**config.mk**
```make
export PLATFORM = sky130hd
export DESIGN_NAME = tcp_rx_reader
export DESIGN_NICKNAME = d
export VERILOG_FILES = /design/src/rtl/tcp_rx_reader.sv
export SDC_FILE = /design/constraint.sdc
export NUM_CORES = 1
export LEC_CHECK = 0
export ABC_AREA = 1
export BUFFER_PORTS_ARGS = -buffer_cell sky130_fd_sc_hd__buf_2
export CAP_MARGIN = 40
export CORE_AREA = 2 2 566 568
export DETAILED_ROUTE_END_ITERATION = 8
export DIE_AREA = 0 0 568 570
export HOLD_SLACK_MARGIN = 0.03
export PLACE_DENSITY_LB_ADDON = 0.12
export SLEW_MARGIN = 20
export SYNTH_ARGS = -nofsm -noshare
export SYNTH_HDL_FRONTEND = slang
export SYNTH_SLANG_ARGS = --single-unit
export TNS_END_PERCENT = 100
```
**constraint.sdc**
```tcl
create_clock -name aclk -period 11.9 [get_ports aclk]
set_input_delay 2.38 -clock aclk [delete_from_list [all_inputs] [get_ports aclk]]
set_output_delay 2.38 -clock aclk [all_outputs]
set_load 0.03 [all_outputs]
```
**src/rtl/tcp_rx_reader.sv**
```systemverilog
// tcp_rx_reader: receive engine for the TCP offload user port.
// Takes session notifications, issues chunked read requests of at most
// MAX_RD_LEN bytes, checks each returned meta, emits a per-chunk descriptor
// and then streams that chunk's payload straight through to the user.
module tcp_rx_reader #(
    parameter int MAX_RD_LEN = 4096,
    parameter int CNT_BITS   = 32
) (
    input  logic                aclk,
    input  logic                areset,

    // notification from the stack
    input  logic                s_notify_valid,
    output logic                s_notify_ready,
    input  logic [15:0]         s_notify_sid,
    input  logic [15:0]         s_notify_len,
    input  logic [31:0]         s_notify_ip,
    input  logic [15:0]         s_notify_dst_port,
    input  logic                s_notify_closed,

    // read request to the stack
    output logic                m_rd_pkg_valid,
    input  logic                m_rd_pkg_ready,
    output logic [15:0]         m_rd_pkg_sid,
    output logic [15:0]         m_rd_pkg_len,

    // per-read meta returned by the stack
    input  logic                s_rx_meta_valid,
    output logic                s_rx_meta_ready,
    input  logic [15:0]         s_rx_meta_sid,
    input  logic [15:0]         s_rx_meta_len,

    // payload from the stack
    input  logic                s_axis_rx_tvalid,
    output logic                s_axis_rx_tready,
    input  logic [511:0]        s_axis_rx_tdata,
    input  logic [63:0]         s_axis_rx_tkeep,
    input  logic                s_axis_rx_tlast,

    // per-chunk descriptor: {sid, len, rsvd, last, err}
    output logic                m_desc_valid,
    input  logic                m_desc_ready,
    output logic [47:0]         m_desc_data,

    // closed-session notice
    output logic                m_close_valid,
    input  logic                m_close_ready,
    output logic [15:0]         m_close_data,

    // payload to the user
    output logic                m_axis_rx_tvalid,
    input  logic                m_axis_rx_tready,
    output logic [511:0]        m_axis_rx_tdata,
    output logic [63:0]         m_axis_rx_tkeep,
    output logic                m_axis_rx_tlast,

    output logic [CNT_BITS-1:0] stat_bytes,
    output logic [CNT_BITS-1:0] stat_err
);

    localparam logic [16:0] MAX_LEN17 = 17'(MAX_RD_LEN);

    typedef enum logic [2:0] {
        ST_IDLE,
        ST_REQ,
        ST_META,
        ST_DESC,
        ST_DATA,
        ST_CLOSE
    } state_t;

    state_t              state_reg, state_next;
    logic [15:0]         sid_reg, sid_next;
    logic [15:0]         rem_reg, rem_next;
    logic [15:0]         chunk_reg, chunk_next;
    logic [16:0]         bcnt_reg, bcnt_next;
    logic                err_reg, err_next;
    logic [CNT_BITS-1:0] stat_bytes_reg, stat_bytes_next;
    logic [CNT_BITS-1:0] stat_err_reg, stat_err_next;

    logic [15:0]         req_chunk;
    logic [6:0]          keep_cnt;
    logic [16:0]         bcnt_sum;
    logic                beat_fire;

    // address and port of the session are not needed by this engine
    logic unused_notify_fields;
    assign unused_notify_fields = ^{s_notify_ip, s_notify_dst_port};

    // next request size: the remainder, capped at the per-read maximum
    assign req_chunk = ({1'b0, rem_reg} > MAX_LEN17) ? MAX_LEN17[15:0] : rem_reg;

    // number of valid bytes in the current payload beat
    always_comb begin
        keep_cnt = '0;
        for (int i = 0; i < 64; i++) begin
            keep_cnt = keep_cnt + {6'd0, s_axis_rx_tkeep[i]};
        end
    end

    assign bcnt_sum  = bcnt_reg + {10'd0, keep_cnt};
    assign beat_fire = (state_reg == ST_DATA) && s_axis_rx_tvalid && m_axis_rx_tready;

    // payload fields pass straight through; only the handshake is gated by state
    assign m_axis_rx_tdata = s_axis_rx_tdata;
    assign m_axis_rx_tkeep = s_axis_rx_tkeep;
    assign m_axis_rx_tlast = s_axis_rx_tlast;

    assign m_rd_pkg_sid = sid_reg;
    assign m_rd_pkg_len = req_chunk;
    assign m_desc_data  = {sid_reg, chunk_reg, 14'd0, (rem_reg == 16'd0), err_reg};
    assign m_close_data = sid_reg;
    assign stat_bytes   = stat_bytes_reg;
    assign stat_err     = stat_err_reg;

    // next-state, datapath updates and handshake outputs
    always_comb begin
        state_next       = state_reg;
        sid_next         = sid_reg;
        rem_next         = rem_reg;
        chunk_next       = chunk_reg;
        bcnt_next        = bcnt_reg;
        err_next         = err_reg;
        stat_bytes_next  = stat_bytes_reg;
        stat_err_next    = stat_err_reg;
        s_notify_ready   = 1'b0;
        m_rd_pkg_valid   = 1'b0;
        s_rx_meta_ready  = 1'b0;
        m_desc_valid     = 1'b0;
        m_close_valid    = 1'b0;
        s_axis_rx_tready = 1'b0;
        m_axis_rx_tvalid = 1'b0;

        case (state_reg)
            ST_IDLE: begin
                // held low while reset is asserted so ready rises only once it clears
                s_notify_ready = !areset;
                if (s_notify_valid) begin
                    sid_next = s_notify_sid;
                    rem_next = s_notify_len;
                    if (s_notify_closed) begin
                        state_next = ST_CLOSE;
                    end else if (s_notify_len != 16'd0) begin
                        state_next = ST_REQ;
                    end
                end
            end
            ST_REQ: begin
                m_rd_pkg_valid = 1'b1;
                if (m_rd_pkg_ready) begin
                    chunk_next = req_chunk;
                    rem_next   = rem_reg - req_chunk;
                    state_next = ST_META;
                end
            end
            ST_META: begin
                s_rx_meta_ready = 1'b1;
                if (s_rx_meta_valid) begin
                    err_next   = (s_rx_meta_sid != sid_reg) || (s_rx_meta_len != chunk_reg);
                    state_next = ST_DESC;
                end
            end
            ST_DESC: begin
                m_desc_valid = 1'b1;
                if (m_desc_ready) begin
                    bcnt_next  = '0;
                    state_next = ST_DATA;
                end
            end
            ST_DATA: begin
                s_axis_rx_tready = m_axis_rx_tready;
                m_axis_rx_tvalid = s_axis_rx_tvalid;
                if (beat_fire) begin
                    stat_bytes_next = stat_bytes_reg + CNT_BITS'(keep_cnt);
                    bcnt_next       = bcnt_sum;
                    if (s_axis_rx_tlast) begin
                        bcnt_next = '0;
                        if (bcnt_sum != {1'b0, chunk_reg}) begin
                            err_next = 1'b1;
                        end
                        // one count per bad chunk, whichever check caught it
                        if (err_reg || (bcnt_sum != {1'b0, chunk_reg})) begin
                            stat_err_next = stat_err_reg + CNT_BITS'(1);
                        end
                        state_next = (rem_reg != 16'd0) ? ST_REQ : ST_IDLE;
                    end
                end
            end
            ST_CLOSE: begin
                m_close_valid = 1'b1;
                if (m_close_ready) begin
                    state_next = ST_IDLE;
                end
            end
            default: begin
                state_next = ST_IDLE;
            end
        endcase
    end

    // state and datapath registers; reset abandons any chunk in flight
    always_ff @(posedge aclk) begin
        if (areset) begin
            state_reg      <= ST_IDLE;
            sid_reg        <= '0;
            rem_reg        <= '0;
            chunk_reg      <= '0;
            bcnt_reg       <= '0;
            err_reg        <= 1'b0;
            stat_bytes_reg <= '0;
            stat_err_reg   <= '0;
        end else begin
            state_reg      <= state_next;
            sid_reg        <= sid_next;
            rem_reg        <= rem_next;
            chunk_reg      <= chunk_next;
            bcnt_reg       <= bcnt_next;
            err_reg        <= err_next;
            stat_bytes_reg <= stat_bytes_next;
            stat_err_reg   <= stat_err_next;
        end
    end

endmodule

```
# --- Word-level counts from Yosys, hierarchy flattened ---
# Cells that the tools add are included.
# W data, S select, Z words.
word_totals:
  ff_bits: 133
  out_inout_bits: 744
  elab_cells: 144
op_classes:
  add_sub_neg: 67
  magnitude_cmp: 1
  eq_ne: 17
  mux: 31
  reduce_logical: 20
ops:
  columns: ["cell", "count"]
  rows:
  - ["$add A7 B1 Y7", 57]
  - ["$mux W17", 3]
  - ["$mux W16", 3]
  - ["$pmux W17 S2", 1]
  - ["$add A32 B1 Y32 const B", 1]
  - ["$add A32 B7 Y32", 1]
  - ["$ne A16 B16 Y1", 2]
  - ["$pmux W16 S2", 1]
  - ["$reduce_bool A16 Y1", 2]
  - ["$mux W3", 9]
  - ["$pmux W3 S6", 1]
  - ["$add A17 B7 Y17", 1]
  - ["$ne A17 B16 Y1", 1]
  - ["$gt A16 B13 Y1 const B", 1]
  - ["$logic_not A16 Y1", 1]
  - ["$sub A16 B16 Y16", 1]
  - ["$ne A2 B2 Y1 const B", 7]
  - ["$mux W1", 12]
  - ["$reduce_and A8 Y1", 1]
  - ["$add A6 B1 Y7", 1]
  - ["$add A5 B1 Y6", 1]
  - ["$eq A3 B2 Y1 const B", 2]
  - ["$eq A3 B3 Y1 const B", 2]
  - ["$reduce_and A2 Y1", 3]
  - ["16 further kinds", 21]

# --- Logic depth before layout (Yosys ltp) ---
logic_depth:
  ltp_word: 69
  mapped_depth: 39
  mapped_depth_nobuf: 39

# --- Worst setup path before layout ---
# Ideal clock, no wire load.
synth_path:
  kind: "input to register"
  from: "input port s_axis_rx_tkeep[35]"
  to: "register stat_err_reg[2], in the netlist stat_err[2]"
  setup_ns: 0.140
  arrival_time_ns: 9.253
  setup_slack_ns: 2.507
  path_stages: 34
  cell_sequence: "inv_1 > fa_1 > inv_1 > fa_1 > fa_1 > inv_1 > fa_1 > inv_1 > fa_1 > fa_1 > fa_1 > inv_1 > fa_1 > inv_1 > fa_1 > nand3_1 > and2_1 > inv_1 > a21oi_1 > o21bai_1 > ha_1 > nand2_1 > inv_1 > a21oi_2 > nand2_2 > nand3_1 > nand3_1 > a21oi_1 > nand2_1 > nor2_2 > nand3b_4 > buf_2 > nand3_1 > a21oi_2"
synth_via:
  elab_chain_cells: 33
synth_rtl:
  columns: ["item", "line_no", "text"]
  rows:
  - ["start: declaration", "37", "input logic [63:0] s_axis_rx_tkeep,"]
  - ["$add A7 B1 Y7 (29 in a row)", "97", "keep_cnt = keep_cnt + {6'd0, s_axis_rx_tkeep[i]};"]
  - ["$add A17 B7 Y17", "101", "assign bcnt_sum = bcnt_reg + {10'd0, keep_cnt};"]
  - ["$ne A17 B16 Y1", "182", "if (err_reg || (bcnt_sum != {1'b0, chunk_reg})) begin"]
  - ["$logic_or A1 B1 Y1", "182", null]
  - ["$reduce_and A4 Y1 (no line)", null, null]
  - ["end signal: assignment", "220", "stat_err_reg <= stat_err_next;"]
  - ["end: declaration", "79", "logic [CNT_BITS-1:0] stat_err_reg, stat_err_next;"]
# No other way between the ends.
# A chain may end at the register's enable or synchronous reset.

# --- Final worst setup path ---
layout_path:
  from: "input port s_axis_rx_tkeep[35]"
  to: "register stat_err_reg[24], in the netlist stat_err[24]"
# The elaborated chain is that of the path after synthesis.

==> metrics.txt <==
post-route minimum period=10.13 ns; Int Power=3.272 mW; P&R area growth vs syn=21.51%; Crit Path Class=in -> reg; largest net degree at the start of global routing=79; status=finished, final reports clean; Crit. End Element=flop; htree depth=4; CP Buf/Inv Count=10; vias in the first global route=12490; sequential power share=0.076; initial antenna violation count=17; placed instance area=17280 sq um; io pins=1443; grt total ovfl=0; Longest Clk Path Bufs=3; fmax=98.68 MHz; count of final hold-check violations=0; max_cap viols=0; post-CTS setup buffers=0; maximum VDD drop=492.3 uV; Total GRT Usage=0.07628; Num CTS Buffers=25; Routed Antenna Nets=0; final period utilization=0.8515; post-CTS sizing=0; worst-skew pair later-pin latency=0.55 ns; Reg clk slew, reported paths=0.06 ns; CTS tree=built; Clock Sinks=133; Sw Pwr=5.210 mW; Top Usage Layer GRT=met2; sequential area share after synthesis=0.1797; post-synth cell types=47; GPL Wtd Cong=0.7071; slew margin rel.=0.4686; vias per cell=1.966; CORE AREA=317300 sq um; clk root buf=clkbuf_16; Crit path max-delay family=adder cells; max incr delay on CP=0.59 ns; port bufs=353; Std-Cell Rows=207; Detailed Route Iter0 Violations=475; Setup violations, final=0; Avg Cell Area, Syn=7.115 sq um; YS warnings=0; HP Class=reg -> reg; drt drc=0; Power Density=471.2 nW/um^2; die width=568 microns; Critical Path Start Type=input pin; M1 GR Usage=0.05821; CP dominant cell by count=fa_1; setup TNS=0 ns; Comb pwr share=0.837; synthesized area=14810 sq um; final slew viol count=0; first-pass GRT wire length=155200 microns; ANT cells=0; slowest CP cell=fa_1; slew at the pin with the worst max-slew slack=0.7960 ns; Final #Nets=2630; Post-synth EDFFs=0; unrepaired setup endpoints after global routing=false; hold buffers post-CTS=0; crit path max fanout=17; met3 Use GR=0.05724; Core Util, Final=0.05674; static leakage=6.523 nW; post-DR wirelength/cell=21.15 microns; Pre-Repair DR Iteration Count=5; Detailed Place HPWL=113800 microns; most frequent cells in the layout=buf_2, nand2_1, inv_1; Post-synth ARST share=0; die span in y=570 microns; post-route design area=18000 sq um; Initial Util=0.04669; CP arrival=10.58 ns; final WL=127500 microns; fraction of layout cells with a size suffix above 1=0.2485; Worst EP required=12.35 ns; Clock power frac=0.086; Main synth FF type=dfxtp_1; met2 Use GR=0.1368; vias=11850; commonest non-fill, non-tap cell in the layout=buf_2; Worst Skew=0.03613 ns; flops & latches, synth=133; Post-Synthesis Cells=2082; die area=323800 sq um; sw frac=0.6142
==> final cells by class <==
type / instances / area [sq um]
Sequential cell: 133 / 2663
Multi-Input combinational cell: 1065 / 6459
Clock buffer: 29 / 660.6
Timing Repair Buffer: 381 / 2038
Clock inverter: 3 / 65.06
Fill cell: 37630 / 299300
Inverter: 236 / 885.9
Tap cell: 4180 / 5230
==> worst register-to-register path, stage by stage, from the launching register on <==
cell,delay (ns)
dfxtp_1,0.42
inv_1,0.10
nor2_2,0.22
inv_1,0.15
nor2_2,0.37
nand2_2,0.37
inv_2,0.48
nor2_1,0.12
nor2_1,0.21
nand2_1,0.12
inv_2,0.35
nand3_1,0.21
a21oi_1,0.16
==> cells by family after synthesis <==
kind of cell,synth area share
buffers and inverters,0.3895
AO/OA/AOI/OAI,0.07441
other,0.0005069
AND/OR/NAND/NOR,0.2029
adder cells (fa/ha/maj),0.1035
XOR/XNOR,0.04941
flip-flops,0.1797
==> path summary, 6_finish.rpt <==
path,to,start,cells after the start,slack [ns]
worst min-delay path,bcnt_reg[5],bcnt_reg[5],2,0.47
worst min register to register,bcnt_reg[5],bcnt_reg[5],2,0.47
worst max register to register,bcnt_reg[5],state_reg[2],12,8.55
worst max-delay path,stat_err[24],s_axis_rx_tkeep[35],38,1.77
==> synth_stat cells (all sizes together), types with 2 or more instances <==
library cell	n	area share
a21oi	93	0.035
clkinv	2	0.00051
or2	3	0.0013
a31oi	16	0.0068
xor2	41	0.024
inv	234	0.059
ha	33	0.028
clkbuf	26	0.0067
nand2	292	0.076
xnor2	40	0.024
conb	2	0.00051
nand4	24	0.010
fa	56	0.076
buf	638	0.32
o21ai	66	0.022
nor2	169	0.045
nand3b	6	0.0039
nand3	127	0.043
dfxtp	133	0.18
and3	2	0.00084
o21bai	5	0.0025
nor4	22	0.010
a21o	3	0.0015
nor3	33	0.012
a211oi	10	0.0051
==> through the flow <==
stage	hold slack [ns]	std cells	setup WS, ns	power (mW)
2_1_floorplan	0.4443	2098	2.507	5.561
3_5_place_dp	0.4631	5995	0.9847	8.120
3_3_place_gp	0.4604	5986	0.8213	8.206
4_1_cts	0.4743	6027	1.566	8.938
6_report	0.4700	6027	1.767	8.482
5_1_grt	0.5064	6027	1.062	9.557
==> power by group through the flow <==
stage                     Sequential [mW]  Combinational [mW]  Clock [mW]
after global routing                0.670                8.10       0.789
final                               0.648                7.10       0.731
after floorplan                     0.628                4.93           0
after CTS                           0.669                7.47       0.795
after global placement              0.688                7.52           0
after detailed placement            0.678                7.44           0
==> metal layers <==
metal	share of wire	vias up
met5	0.0025	-
met4	0.059	16
met3	0.17	369
met2	0.50	812
met1	0.27	5237
li1	-	5416
(Power assumes the default switching activity.)
